--- src/rtl/dd_ram_bank_pkg.sv ---
// ----------------------------------------------------------------------------
// dd_ram_pkg
// Shared definitions for the dd_ram_bank RAM bank:
//   state_e  - controller states (IDLE: serving requests, CLEAR: zeroing sweep)
//   ch_off() - bit offset of channel c inside a packed multi-channel word
// ----------------------------------------------------------------------------
package dd_ram_pkg;

   typedef enum logic [0:0] {
      IDLE  = 1'b0,
      CLEAR = 1'b1
   } state_e;

   function automatic int unsigned ch_off(input int unsigned c, input int unsigned w);
      return c * w;
   endfunction

endpackage

--- src/rtl/dd_ram_bank_if.sv ---
// ----------------------------------------------------------------------------
// dd_ram_bank_if
// Request/response/clear bundle of the dd_ram_bank.
//   req_valid/req_ready  valid/ready request handshake
//   req_we               1 = write, 0 = read
//   req_addr             word address (ADDR_W bits)
//   req_wdata/req_wmask  packed write data, one write-enable bit per channel
//   rsp_valid/rsp_rdata  registered read response (one-cycle valid pulse)
//   clear_start/busy     full-array zeroing request and sweep status
// master = requester, slave = RAM bank.
// ----------------------------------------------------------------------------
interface dd_ram_bank_if #(
   parameter int WIDTH    = 4,
   parameter int DEPTH    = 4,
   parameter int CHANNELS = 2
);
   localparam int ADDR_W = $clog2(DEPTH);

   logic                      req_valid;
   logic                      req_ready;
   logic                      req_we;
   logic [ADDR_W-1:0]         req_addr;
   logic [CHANNELS*WIDTH-1:0] req_wdata;
   logic [CHANNELS-1:0]       req_wmask;
   logic                      rsp_valid;
   logic [CHANNELS*WIDTH-1:0] rsp_rdata;
   logic                      clear_start;
   logic                      clear_busy;

   modport master (
      output req_valid, req_we, req_addr, req_wdata, req_wmask, clear_start,
      input  req_ready, rsp_valid, rsp_rdata, clear_busy
   );

   modport slave (
      input  req_valid, req_we, req_addr, req_wdata, req_wmask, clear_start,
      output req_ready, rsp_valid, rsp_rdata, clear_busy
   );

endinterface

--- src/rtl/dd_ram_bank_word.sv ---
// ----------------------------------------------------------------------------
// dd_ram_word
// One WIDTH-bit storage register (one channel of one word).
//   clk, rst_n  clock, asynchronous active-low reset (clears to 0)
//   we_i        word write enable
//   mask_i      channel write enable; register loads only when both are set
//   wdata_i     data to load
//   rdata_o     current contents
// ----------------------------------------------------------------------------
module dd_ram_word #(
   parameter int WIDTH = 4
) (
   input  logic             clk,
   input  logic             rst_n,
   input  logic             we_i,
   input  logic             mask_i,
   input  logic [WIDTH-1:0] wdata_i,
   output logic [WIDTH-1:0] rdata_o
);

   logic [WIDTH-1:0] data_q, data_d;

   always_comb begin
      data_d = data_q;
      if (we_i && mask_i) data_d = wdata_i;
   end

   always_ff @(posedge clk or negedge rst_n) begin
      if (!rst_n) data_q <= '0;
      else        data_q <= data_d;
   end

   assign rdata_o = data_q;

endmodule

--- src/rtl/dd_ram_bank.sv ---
// ----------------------------------------------------------------------------
// dd_ram_bank
// DEPTH-word x CHANNELS-lane RAM, all lanes sharing one address, with
// per-lane write masks, a 1-cycle registered read response and a built-in
// clear sequencer that zeroes every word in DEPTH cycles.
//   clk, rst_n  clock, asynchronous active-low reset
//   bus         dd_ram_bank_if slave modport (request, response, clear)
// ----------------------------------------------------------------------------
module dd_ram_bank
   import dd_ram_pkg::*;
#(
   parameter int WIDTH    = 4,
   parameter int DEPTH    = 4,
   parameter int CHANNELS = 2
) (
   input  logic         clk,
   input  logic         rst_n,
   dd_ram_bank_if.slave bus
);

   localparam int ADDR_W = $clog2(DEPTH);
   localparam int DW     = CHANNELS * WIDTH;

   state_e              state_q, state_d;
   logic [ADDR_W-1:0]   ptr_q, ptr_d;
   logic                rsp_valid_q, rsp_valid_d;
   logic [DW-1:0]       rsp_rdata_q, rsp_rdata_d;
   logic                req_ready;
   logic                clear_busy;
   logic                accept;
   logic                wr_acc;
   logic [WIDTH-1:0]    word_rd [DEPTH][CHANNELS];

   // Controller: clear_start wins over a same-cycle request in IDLE.
   always_comb begin
      state_d    = state_q;
      ptr_d      = ptr_q;
      req_ready  = 1'b0;
      clear_busy = 1'b0;
      case (state_q)
         IDLE: begin
            req_ready = ~bus.clear_start;
            if (bus.clear_start) begin
               state_d = CLEAR;
               ptr_d   = '0;
            end
         end
         CLEAR: begin
            clear_busy = 1'b1;
            ptr_d      = ptr_q + 1'b1;
            if (ptr_q == ADDR_W'(DEPTH - 1)) begin
               state_d = IDLE;
               ptr_d   = '0;
            end
         end
         default: state_d = IDLE;
      endcase
   end

   always_ff @(posedge clk or negedge rst_n) begin
      if (!rst_n) begin
         state_q <= IDLE;
         ptr_q   <= '0;
      end else begin
         state_q <= state_d;
         ptr_q   <= ptr_d;
      end
   end

   assign accept = bus.req_valid & req_ready;
   assign wr_acc = accept & bus.req_we;

   // Storage array; during a sweep the pointed word is written with zeros on
   // every lane, otherwise the address decoder drives the word enable.
   for (genvar w = 0; w < DEPTH; w++) begin : g_word
      logic word_we;
      assign word_we = clear_busy ? (ptr_q == ADDR_W'(w))
                                  : (wr_acc && (bus.req_addr == ADDR_W'(w)));
      for (genvar c = 0; c < CHANNELS; c++) begin : g_ch
         logic             lane_mask;
         logic [WIDTH-1:0] lane_wdata;
         assign lane_mask  = clear_busy | bus.req_wmask[c];
         assign lane_wdata = clear_busy ? '0 : bus.req_wdata[ch_off(c, WIDTH) +: WIDTH];
         dd_ram_word #(.WIDTH(WIDTH)) u_word (
            .clk     (clk),
            .rst_n   (rst_n),
            .we_i    (word_we),
            .mask_i  (lane_mask),
            .wdata_i (lane_wdata),
            .rdata_o (word_rd[w][c])
         );
      end
   end

   // Read mux and response register; rdata holds until the next accepted read.
   always_comb begin
      rsp_valid_d = accept & ~bus.req_we;
      rsp_rdata_d = rsp_rdata_q;
      if (rsp_valid_d) begin
         for (int c = 0; c < CHANNELS; c++) begin
            rsp_rdata_d[ch_off(c, WIDTH) +: WIDTH] = word_rd[bus.req_addr][c];
         end
      end
   end

   always_ff @(posedge clk or negedge rst_n) begin
      if (!rst_n) begin
         rsp_valid_q <= 1'b0;
         rsp_rdata_q <= '0;
      end else begin
         rsp_valid_q <= rsp_valid_d;
         rsp_rdata_q <= rsp_rdata_d;
      end
   end

   assign bus.req_ready  = req_ready;
   assign bus.clear_busy = clear_busy;
   assign bus.rsp_valid  = rsp_valid_q;
   assign bus.rsp_rdata  = rsp_rdata_q;

endmodule

--- src/flat_wrapper.sv ---
// flat-port wrapper written by rule: the top's interface ports become plain ports
module dd_ram_bank_flat import dd_ram_pkg::*;
#(
   parameter int WIDTH    = 4,
   parameter int DEPTH    = 4,
   parameter int CHANNELS = 2
)
  (clk, rst_n, bus_req_valid, bus_req_we, bus_req_addr, bus_req_wdata, bus_req_wmask, bus_clear_start, bus_req_ready, bus_rsp_valid, bus_rsp_rdata, bus_clear_busy);
  dd_ram_bank_if #(.WIDTH(WIDTH), .DEPTH(DEPTH), .CHANNELS(CHANNELS)) bus_i ();
  input  logic clk;
  input  logic rst_n;
  input wire logic [$bits(bus_i.req_valid)-1:0] bus_req_valid;
  input wire logic [$bits(bus_i.req_we)-1:0] bus_req_we;
  input wire logic [$bits(bus_i.req_addr)-1:0] bus_req_addr;
  input wire logic [$bits(bus_i.req_wdata)-1:0] bus_req_wdata;
  input wire logic [$bits(bus_i.req_wmask)-1:0] bus_req_wmask;
  input wire logic [$bits(bus_i.clear_start)-1:0] bus_clear_start;
  output wire logic [$bits(bus_i.req_ready)-1:0] bus_req_ready;
  output wire logic [$bits(bus_i.rsp_valid)-1:0] bus_rsp_valid;
  output wire logic [$bits(bus_i.rsp_rdata)-1:0] bus_rsp_rdata;
  output wire logic [$bits(bus_i.clear_busy)-1:0] bus_clear_busy;
  assign bus_i.req_valid = bus_req_valid;
  assign bus_i.req_we = bus_req_we;
  assign bus_i.req_addr = bus_req_addr;
  assign bus_i.req_wdata = bus_req_wdata;
  assign bus_i.req_wmask = bus_req_wmask;
  assign bus_i.clear_start = bus_clear_start;
  assign bus_req_ready = bus_i.req_ready;
  assign bus_rsp_valid = bus_i.rsp_valid;
  assign bus_rsp_rdata = bus_i.rsp_rdata;
  assign bus_clear_busy = bus_i.clear_busy;
  dd_ram_bank #(.WIDTH(WIDTH), .DEPTH(DEPTH), .CHANNELS(CHANNELS)) u_core (.clk(clk), .rst_n(rst_n), .bus(bus_i));
endmodule
--- config.mk ---
export PLATFORM = sky130hd
export DESIGN_NAME = dd_ram_bank_flat
export DESIGN_NICKNAME = d
export VERILOG_FILES = /design/src/rtl/dd_ram_bank_pkg.sv /design/src/rtl/dd_ram_bank_if.sv /design/src/rtl/dd_ram_bank_word.sv /design/src/rtl/dd_ram_bank.sv /design/src/flat_wrapper.sv
export SDC_FILE = /design/constraint.sdc
export NUM_CORES = 1
export LEC_CHECK = 0
export CAP_MARGIN = 20
export CORE_UTILIZATION = 40
export CTS_BUF_LIST = sky130_fd_sc_hd__clkbuf_4 sky130_fd_sc_hd__clkbuf_8 sky130_fd_sc_hd__clkbuf_16
export CTS_CLUSTER_DIAMETER = 50
export DETAILED_ROUTE_END_ITERATION = 8
export PLACE_DENSITY = 0.71
export REMOVE_ABC_BUFFERS = 1
export SLEW_MARGIN = 20
export SYNTH_ARGS = -nofsm -noshare
export SYNTH_HDL_FRONTEND = slang
export SYNTH_SLANG_ARGS = --single-unit
--- constraint.sdc ---
create_clock -name clk -period 2 [get_ports clk]
set_input_delay 0.5 -clock clk [delete_from_list [all_inputs] [get_ports clk]]
set_output_delay 0.5 -clock clk [all_outputs]
set_load 0.05 [all_outputs]
==> run_summary.xml, run 1 <==
<?xml version="1.0" encoding="UTF-8"?>
<metrics>
  <group name="power">
    <metric name="fraction_of_power_spent_switching_nets" unit="%">35.8</metric>
    <metric name="power.static_leakage" unit="nW">1.36</metric>
    <metric name="power.combinational.fraction" unit="%">39.6</metric>
    <metric name="sequentialPowerShare" unit="%">37.3</metric>
    <metric name="power_per_cell_area" unit="nW/um^2">1040</metric>
    <metric name="p_sw" unit="W">0.00114</metric>
    <metric name="clockPowerShare" unit="%">23.1</metric>
    <metric name="vdd_ir_drop_max" unit="V">0.000575</metric>
    <metric name="cellInternalPower" unit="W">0.00204</metric>
  </group>
  <group name="drt">
    <metric name="vias_post_dr" unit="">1786</metric>
    <metric name="firstDrtPassIters" unit="">4</metric>
    <metric name="route.top_layer_used" unit="">met4</metric>
    <metric name="routed_via_density" unit="">5.71</metric>
    <metric name="number_of_drc_markers_in_iteration_0" unit="">83</metric>
    <metric name="wl_met2" unit="mm">2.49</metric>
    <metric name="drc" unit="">0</metric>
    <metric name="route.final.wire_length" unit="mm">5.33</metric>
    <metric name="met1_length" unit="mm">2.61</metric>
    <metric name="routedWlPerCell" unit="um">17.0</metric>
    <metric name="drt.antenna.violating_nets" unit="">0</metric>
    <metric name="total_length_of_routed_met3_wires" unit="um">164</metric>
  </group>
  <group name="placed_design">
    <metric name="placedCellCount" unit="">302</metric>
    <metric name="port_buffers" unit="">27</metric>
    <metric name="detailedPlacementHpwl" unit="mm">3.89</metric>
    <metric name="place.gp.congestion" unit="">0.803</metric>
  </group>
  <group name="timing">
    <metric name="tns" unit="ps">0</metric>
    <metric name="finalSetupViolations" unit="">0</metric>
    <metric name="report.final.slew_viol_count" unit="">0</metric>
    <metric name="slew_headroom" unit="%">67.4</metric>
    <metric name="timing.fmax" unit="GHz">0.514</metric>
    <metric name="grt_setup_unrepaired" unit="">false</metric>
    <metric name="report.final.hold_viol_count" unit="">0</metric>
    <metric name="fin_hold_ws" unit="ps">157</metric>
    <metric name="worst-slew-pin-transition" unit="ps">487</metric>
    <metric name="share_of_the_clock_period_used_by_the_worst_path_after_layout" unit="%">97.2</metric>
    <metric name="skew" unit="ps">5.41</metric>
    <metric name="min_period" unit="ps">1940</metric>
  </group>
  <group name="floorplan">
    <metric name="top_level_ports" unit="">28</metric>
    <metric name="rows" unit="">27</metric>
    <metric name="floorplan.core_area" unit="um^2">5640</metric>
    <metric name="chipWidth" unit="um">79.4</metric>
    <metric name="die_y" unit="um">79.4</metric>
    <metric name="initial_core_utilization" unit="%">42.5</metric>
    <metric name="design.die.area" unit="um^2">6310</metric>
  </group>
  <group name="global_routing">
    <metric name="grt_remaining_overflow" unit="">0</metric>
    <metric name="groute.usage.overall" unit="%">18.5</metric>
    <metric name="vias_in_the_first_global_route" unit="">1759</metric>
    <metric name="antenna_found_initial" unit="">0</metric>
    <metric name="global_route_wire_length_before_repair" unit="mm">8.78</metric>
    <metric name="grt_start_max_net_pins" unit="">25</metric>
  </group>
  <group name="setup_path">
    <metric name="crit_chain" unit="">clkdlybuf4s50_1, buf_4, nor2_2, buf_12</metric>
    <metric name="timing.critical_path.arrival" unit="ps">1440</metric>
    <metric name="cp_num_buf_inv" unit="">3</metric>
    <metric name="crit_family" unit="">buffers and inverters</metric>
    <metric name="crit_fanout" unit="">4</metric>
    <metric name="worstReg2RegStart" unit="">u_core.state_q</metric>
    <metric name="worst-endpoint-required" unit="ps">1500</metric>
    <metric name="reg2reg_setup_slack" unit="ps">320</metric>
    <metric name="worst_path_largest_cell_delay" unit="ps">460</metric>
    <metric name="worst_path_max_delay_cell" unit="">sky130_fd_sc_hd__clkdlybuf4s50_1</metric>
    <metric name="rr_endpoint" unit="">u_core.g_word[0].g_ch[0].u_word.rdata_o[0]</metric>
    <metric name="criticalPathCategory" unit="">in2out</metric>
    <metric name="critical_path.endpoint_type" unit="">output port</metric>
    <metric name="reg2reg_depth" unit="">5</metric>
    <metric name="startpoint_type" unit="">primary input</metric>
  </group>
  <group name="logic_synthesis">
    <metric name="synth.yosys.seq_area_share" unit="%">45.9</metric>
    <metric name="synth_warnings" unit="">0</metric>
    <metric name="post_synth_xor_area_fraction" unit="%">0</metric>
    <metric name="synth-compound-area-share" unit="%">17.0</metric>
    <metric name="synthMuxAreaShare" unit="%">11.7</metric>
    <metric name="post_synth_inst_count" unit="">189</metric>
    <metric name="yosys.area_share.adder" unit="%">2.09</metric>
    <metric name="synthesis.area_per_instance" unit="um^2">12.7</metric>
    <metric name="synth_top_family_by_area" unit="">simple AND/OR/NAND/NOR gates</metric>
    <metric name="postSynthRegisterBits" unit="">44</metric>
    <metric name="synth.lib_cells_used.distinct" unit="">33</metric>
    <metric name="synth_area" unit="um^2">2400</metric>
    <metric name="synthSimpleGateAreaFrac" unit="%">17.8</metric>
  </group>
  <group name="cts">
    <metric name="cts_hold_repair.buffers" unit="">0</metric>
    <metric name="clk_root_buffer_cell" unit="">sky130_fd_sc_hd__clkbuf_8</metric>
    <metric name="cts_num_sinks" unit="">44</metric>
    <metric name="clock_tree.buffer_depth" unit="">2</metric>
    <metric name="clk_latency" unit="ps">290</metric>
    <metric name="clkSlewWorstSetupHoldPaths" unit="ps">80</metric>
    <metric name="cts-buffers-inserted" unit="">5</metric>
    <metric name="cts-htree-levels" unit="">2</metric>
    <metric name="cts_tree" unit="">built</metric>
  </group>
  <group name="cells_and_area">
    <metric name="flow.area_growth_from_synthesis" unit="%">27.8</metric>
    <metric name="final_cell_mix" unit="">sky130_fd_sc_hd__dfrtp_1, sky130_fd_sc_hd__buf_4, sky130_fd_sc_hd__nor2b_1</metric>
    <metric name="most_common_cell_after_layout_fill_and_taps_aside" unit="">sky130_fd_sc_hd__dfrtp_1</metric>
    <metric name="n_fill_cell" unit="">477</metric>
    <metric name="fraction_of_layout_cells_with_a_size_suffix_above_1" unit="%">31.1</metric>
    <metric name="layout.core_utilization" unit="%">54.3</metric>
    <metric name="antenna_cells_inserted" unit="">0</metric>
    <metric name="layoutNonFillerInstCount" unit="">313</metric>
    <metric name="fin_nets" unit="">261</metric>
  </group>
  <group name="run_status">
    <metric name="status" unit="">complete, no violations</metric>
  </group>
  <group name="job">
    <metric name="cap_violations" unit="">0</metric>
  </group>
  <group name="hold_path">
    <metric name="holdCritPathClass" unit="">in2async</metric>
  </group>
</metrics>
-- layer usage --
layer,vias to the layer above,global-route usage [%]
met2,40,28.5
met5,-,0
li1,838,-
met4,0,5.82
met1,904,26.1
met3,4,3.66
-- registers in the layout, summed over array words and instances (netlist names) --
signal,cells
u_core.state_q,1
u_core.ptr_q,2
u_core.bus.rsp_valid,1
u_core.bus.rsp_rdata,8
u_core.g_word.g_ch.u_word.rdata_o,32
-- cells by family (layout without fill, tap and decap cells) --
family | count (synthesis) | count (layout)
flops | 44 | 44
simple gates | 57 | 57
compound gates | 44 | 44
buf+inv | 23 | 75
mux | 17 | 17
fa+ha+maj | 4 | 4
-- worst max-delay path by stage --
stage | start | end | slack (ps) | cells after the start
after floorplan | u_core.state_q | u_core.g_word[0].g_ch[0].u_word.rdata_o[1] | -720 | 3
after global placement | bus_req_we | u_core.g_word[0].g_ch[0].u_word.rdata_o[0] | -210 | 5
after detailed placement | bus_req_we | u_core.g_word[1].g_ch[0].u_word.rdata_o[2] | -270 | 5
after CTS | u_core.state_q | bus_clear_busy | 40 | 3
after global routing | bus_clear_start | bus_req_ready | 8 | 4
final | bus_clear_start | bus_req_ready | 60 | 4
-- per-stage QoR --
step,power [W],cell area (um^2),setup slack [ps]
global route,0.00334,3070,8.29
floorplan,0.00193,2300,-717
CTS,0.00317,3040,41.2
detailed placement,0.00244,2910,-266
global placement,0.00241,2910,-213
finish,0.00318,3070,55.4
-- cell usage after synthesis, drive strengths merged --
library cell,n,area [um^2]
inv,9,33.8
nor4,4,25.0
nor4bb,1,25.0
mux4,8,180
nor2b,21,131
a21oi,4,20.0
and2,1,6.26
nand4bb,1,11.3
a311oi,2,17.5
a32oi,4,50.1
nand3b,2,15.0
a221o,18,180
nor2,3,13.8
dfrtp,44,1100
or3b,1,8.76
mux2i,1,10.0
a22o,16,140
nor3,12,60.1
mux2,8,90.1
nor4b,1,23.8
and2b,1,7.51
nand3,5,75.1
and3,4,25.0
buf,9,77.6
clkbuf,5,20.0
ha,4,50.1
-- final cells by class --
class                      count  area (um^2)  area share [%]
clock buffer                   7         96.3            3.14
clock inverter                 1         30.0           0.980
inverter                       9         33.8            1.10
multi-input combinational    122         1170            38.1
sequential                    44         1100            35.9
tap                           72         90.1            2.94
timing repair buffer          58          546            17.8
-- power groups by stage --
stage | Clock (W) | Sequential, W | Combinational, W
2_1_floorplan | 0 | 0.00140 | 0.000529
3_3_place_gp | 0 | 0.00119 | 0.00122
3_5_place_dp | 0 | 0.00120 | 0.00124
4_1_cts | 0.000750 | 0.00118 | 0.00124
5_1_grt | 0.000784 | 0.00120 | 0.00136
6_report | 0.000733 | 0.00118 | 0.00126
-- timing repair --
item                                    CTS  global route
buffers inserted                          0             3
gates resized for setup                   1             2
endpoints found under the setup margin    1            10
-- worst reg2reg max path, delay by kind of cell, from the launching register on --
kind,cells,cell delay [ps]
flops,1,410
buf+inv,2,450
compound gates,1,160
simple gates,2,600
(Power assumes the default switching activity.)
==> run 2: changes to the inputs <==
--- a/config.mk
+++ b/config.mk
@@ -6,6 +6,7 @@
 export NUM_CORES = 1
 export LEC_CHECK = 0
 export CAP_MARGIN = 20
+export CORE_MARGIN = 3
 export CORE_UTILIZATION = 40
 export CTS_BUF_LIST = sky130_fd_sc_hd__clkbuf_4 sky130_fd_sc_hd__clkbuf_8 sky130_fd_sc_hd__clkbuf_16
 export CTS_CLUSTER_DIAMETER = 50
==> run_summary.xml, run 2 (same netlist as run 1, synthesis figures left out) <==
<?xml version="1.0" encoding="UTF-8"?>
<metrics>
  <group name="cells_and_area">
    <metric name="flow.area_growth_from_synthesis" unit="%">26.8</metric>
    <metric name="layout.cell_area.non_filler" unit="um^2">3040</metric>
    <metric name="fin_nets" unit="">261</metric>
    <metric name="final_cell_mix" unit="">sky130_fd_sc_hd__dfrtp_1, sky130_fd_sc_hd__buf_4, sky130_fd_sc_hd__nor2b_1</metric>
    <metric name="most_common_cell_after_layout_fill_and_taps_aside" unit="">sky130_fd_sc_hd__dfrtp_1</metric>
    <metric name="antenna_cells_inserted" unit="">0</metric>
    <metric name="max_reg_flops" unit="">32</metric>
    <metric name="layout.core_utilization" unit="%">53.9</metric>
    <metric name="fraction_of_layout_cells_with_a_size_suffix_above_1" unit="%">31.1</metric>
    <metric name="n_fill_cell" unit="">469</metric>
  </group>
  <group name="setup_path">
    <metric name="startpoint_type" unit="">primary input</metric>
    <metric name="reg2reg_depth" unit="">4</metric>
    <metric name="worstReg2RegStart" unit="">u_core.state_q</metric>
    <metric name="worst-endpoint-required" unit="ps">1500</metric>
    <metric name="reg2reg_setup_slack" unit="ps">360</metric>
    <metric name="crit_fanout" unit="">4</metric>
    <metric name="critical_path.endpoint_type" unit="">output port</metric>
    <metric name="rr_endpoint" unit="">u_core.g_word[0].g_ch[0].u_word.rdata_o[3]</metric>
    <metric name="criticalPathCategory" unit="">in2out</metric>
    <metric name="timing.critical_path.arrival" unit="ps">1470</metric>
  </group>
  <group name="floorplan">
    <metric name="floorplan.core_area" unit="um^2">5640</metric>
    <metric name="die_y" unit="um">83.4</metric>
    <metric name="rows" unit="">27</metric>
    <metric name="top_level_ports" unit="">28</metric>
    <metric name="chipWidth" unit="um">83.4</metric>
    <metric name="initial_core_utilization" unit="%">42.5</metric>
    <metric name="design.die.area" unit="um^2">6960</metric>
  </group>
  <group name="placed_design">
    <metric name="detailedPlacementHpwl" unit="mm">4.01</metric>
    <metric name="place.gp.congestion" unit="">0.853</metric>
    <metric name="port_buffers" unit="">27</metric>
    <metric name="dpl_cell_area" unit="um^2">2940</metric>
  </group>
  <group name="power">
    <metric name="power.static_leakage" unit="nW">1.35</metric>
    <metric name="p_sw" unit="W">0.00114</metric>
    <metric name="power.combinational.fraction" unit="%">41.4</metric>
    <metric name="sequentialPowerShare" unit="%">39.0</metric>
    <metric name="power_per_cell_area" unit="nW/um^2">997</metric>
    <metric name="finalPower" unit="W">0.00303</metric>
    <metric name="cellInternalPower" unit="W">0.00189</metric>
    <metric name="clockPowerShare" unit="%">19.6</metric>
    <metric name="vdd_ir_drop_max" unit="V">0.000655</metric>
    <metric name="fraction_of_power_spent_switching_nets" unit="%">37.7</metric>
  </group>
  <group name="timing">
    <metric name="slew_headroom" unit="%">66.8</metric>
    <metric name="report.final.slew_viol_count" unit="">0</metric>
    <metric name="min_period" unit="ps">1970</metric>
    <metric name="grt_setup_unrepaired" unit="">false</metric>
    <metric name="skew" unit="ps">8.11</metric>
    <metric name="worst-slew-pin-transition" unit="ps">497</metric>
    <metric name="report.final.hold_viol_count" unit="">0</metric>
    <metric name="finalSetupViolations" unit="">0</metric>
    <metric name="share_of_the_clock_period_used_by_the_worst_path_after_layout" unit="%">98.4</metric>
    <metric name="timing.fmax" unit="GHz">0.508</metric>
  </group>
  <group name="cts">
    <metric name="clkSlewWorstSetupHoldPaths" unit="ps">90</metric>
    <metric name="cts-htree-levels" unit="">2</metric>
    <metric name="cts-buffers-inserted" unit="">5</metric>
    <metric name="cts_num_sinks" unit="">44</metric>
    <metric name="clk_root_buffer_cell" unit="">sky130_fd_sc_hd__clkbuf_8</metric>
    <metric name="clock_tree.buffer_depth" unit="">2</metric>
    <metric name="cts_tree" unit="">built</metric>
    <metric name="clk_latency" unit="ps">300</metric>
    <metric name="post-cts-setup-buffers" unit="">0</metric>
  </group>
  <group name="hold_path">
    <metric name="holdCritPathClass" unit="">in2async</metric>
  </group>
  <group name="drt">
    <metric name="routed_via_density" unit="">5.59</metric>
    <metric name="vias_post_dr" unit="">1751</metric>
    <metric name="drc" unit="">0</metric>
    <metric name="routedWlPerCell" unit="um">17.2</metric>
    <metric name="route.final.wire_length" unit="mm">5.37</metric>
    <metric name="firstDrtPassIters" unit="">4</metric>
    <metric name="drt.antenna.violating_nets" unit="">0</metric>
    <metric name="number_of_drc_markers_in_iteration_0" unit="">183</metric>
  </group>
  <group name="job">
    <metric name="cap_violations" unit="">0</metric>
  </group>
  <group name="global_routing">
    <metric name="grt_remaining_overflow" unit="">0</metric>
    <metric name="antenna_found_initial" unit="">0</metric>
    <metric name="vias_in_the_first_global_route" unit="">1753</metric>
    <metric name="groute.usage.overall" unit="%">16.0</metric>
    <metric name="global_route_wire_length_before_repair" unit="mm">9.02</metric>
    <metric name="grt_start_max_net_pins" unit="">32</metric>
  </group>
  <group name="run_status">
    <metric name="status" unit="">complete, no violations</metric>
  </group>
</metrics>
run 2: cell count changes in the layout (fill, tap and decap cells not counted), sizes merged:
cell,before,now
clkinvlp,0,1
bufinv,1,0
run 2: power groups by stage:
stage	logic [W]	registers [W]	clock network, W
final	0.00125	0.00118	0.000595
after global routing	0.00135	0.00121	0.000639
after CTS	0.00126	0.00118	0.000606
after detailed placement	0.00125	0.00120	0
after global placement	0.00123	0.00119	0
after floorplan	0.000529	0.00140	0
run 2: cell type report:
cell class | count | area [um^2] | area share [%]
Clock buffer | 7 | 90.1 | 2.96
Clock inverter | 1 | 7.51 | 0.247
Inverter | 9 | 33.8 | 1.11
Multi-Input combinational cell | 122 | 1170 | 38.4
Sequential cell | 44 | 1100 | 36.2
Tap cell | 72 | 90.1 | 2.96
Timing Repair Buffer | 58 | 551 | 18.1
run 2: through the flow:
step	hold WS, ps	setup TNS (ps)	setup slack, ps	instances
5_1_grt	182	0	6.00	313
4_1_cts	160	0	36.5	313
2_1_floorplan	204	-22310	-717	175
6_report	148	0	31.9	313
3_3_place_gp	479	-3690	-130	305
3_5_place_dp	482	-5250	-199	305
run 2: worst max-delay path by stage:
stage	cells past startpoint	slack (ps)	endpoint	startpoint
after floorplan	3	-720	u_core.g_word[0].g_ch[0].u_word.rdata_o[1]	u_core.state_q
after global placement	6	-130	u_core.g_word[3].g_ch[0].u_word.rdata_o[2]	bus_req_we
after detailed placement	5	-200	u_core.g_word[0].g_ch[0].u_word.rdata_o[3]	bus_req_we
after CTS	4	40	bus_req_ready	bus_clear_start
after global routing	4	6	bus_req_ready	bus_clear_start
final	4	30	bus_req_ready	bus_clear_start
run 2: layer usage:
| metal | track usage [%] | wire length, um | share of wire, % |
|---|---|---|---|
| met5 | 0 | 0 | 0 |
| met3 | 2.88 | 167 | 3.1 |
| met4 | 5.70 | 76 | 1.4 |
| met1 | 23.3 | 2620 | 49 |
| met2 | 24.1 | 2510 | 47 |
run 2: worst max-delay path, stage by stage:
cell and delay, ps:
sky130_fd_sc_hd__clkdlybuf4s50_1 470, sky130_fd_sc_hd__buf_4 190, sky130_fd_sc_hd__nor2_2 150, sky130_fd_sc_hd__buf_12 160
run 2: what timing repair did:
action	in CTS	in global routing
gates resized for setup	1	0
hold buffers	0	0
setup endpoints to repair	1	0
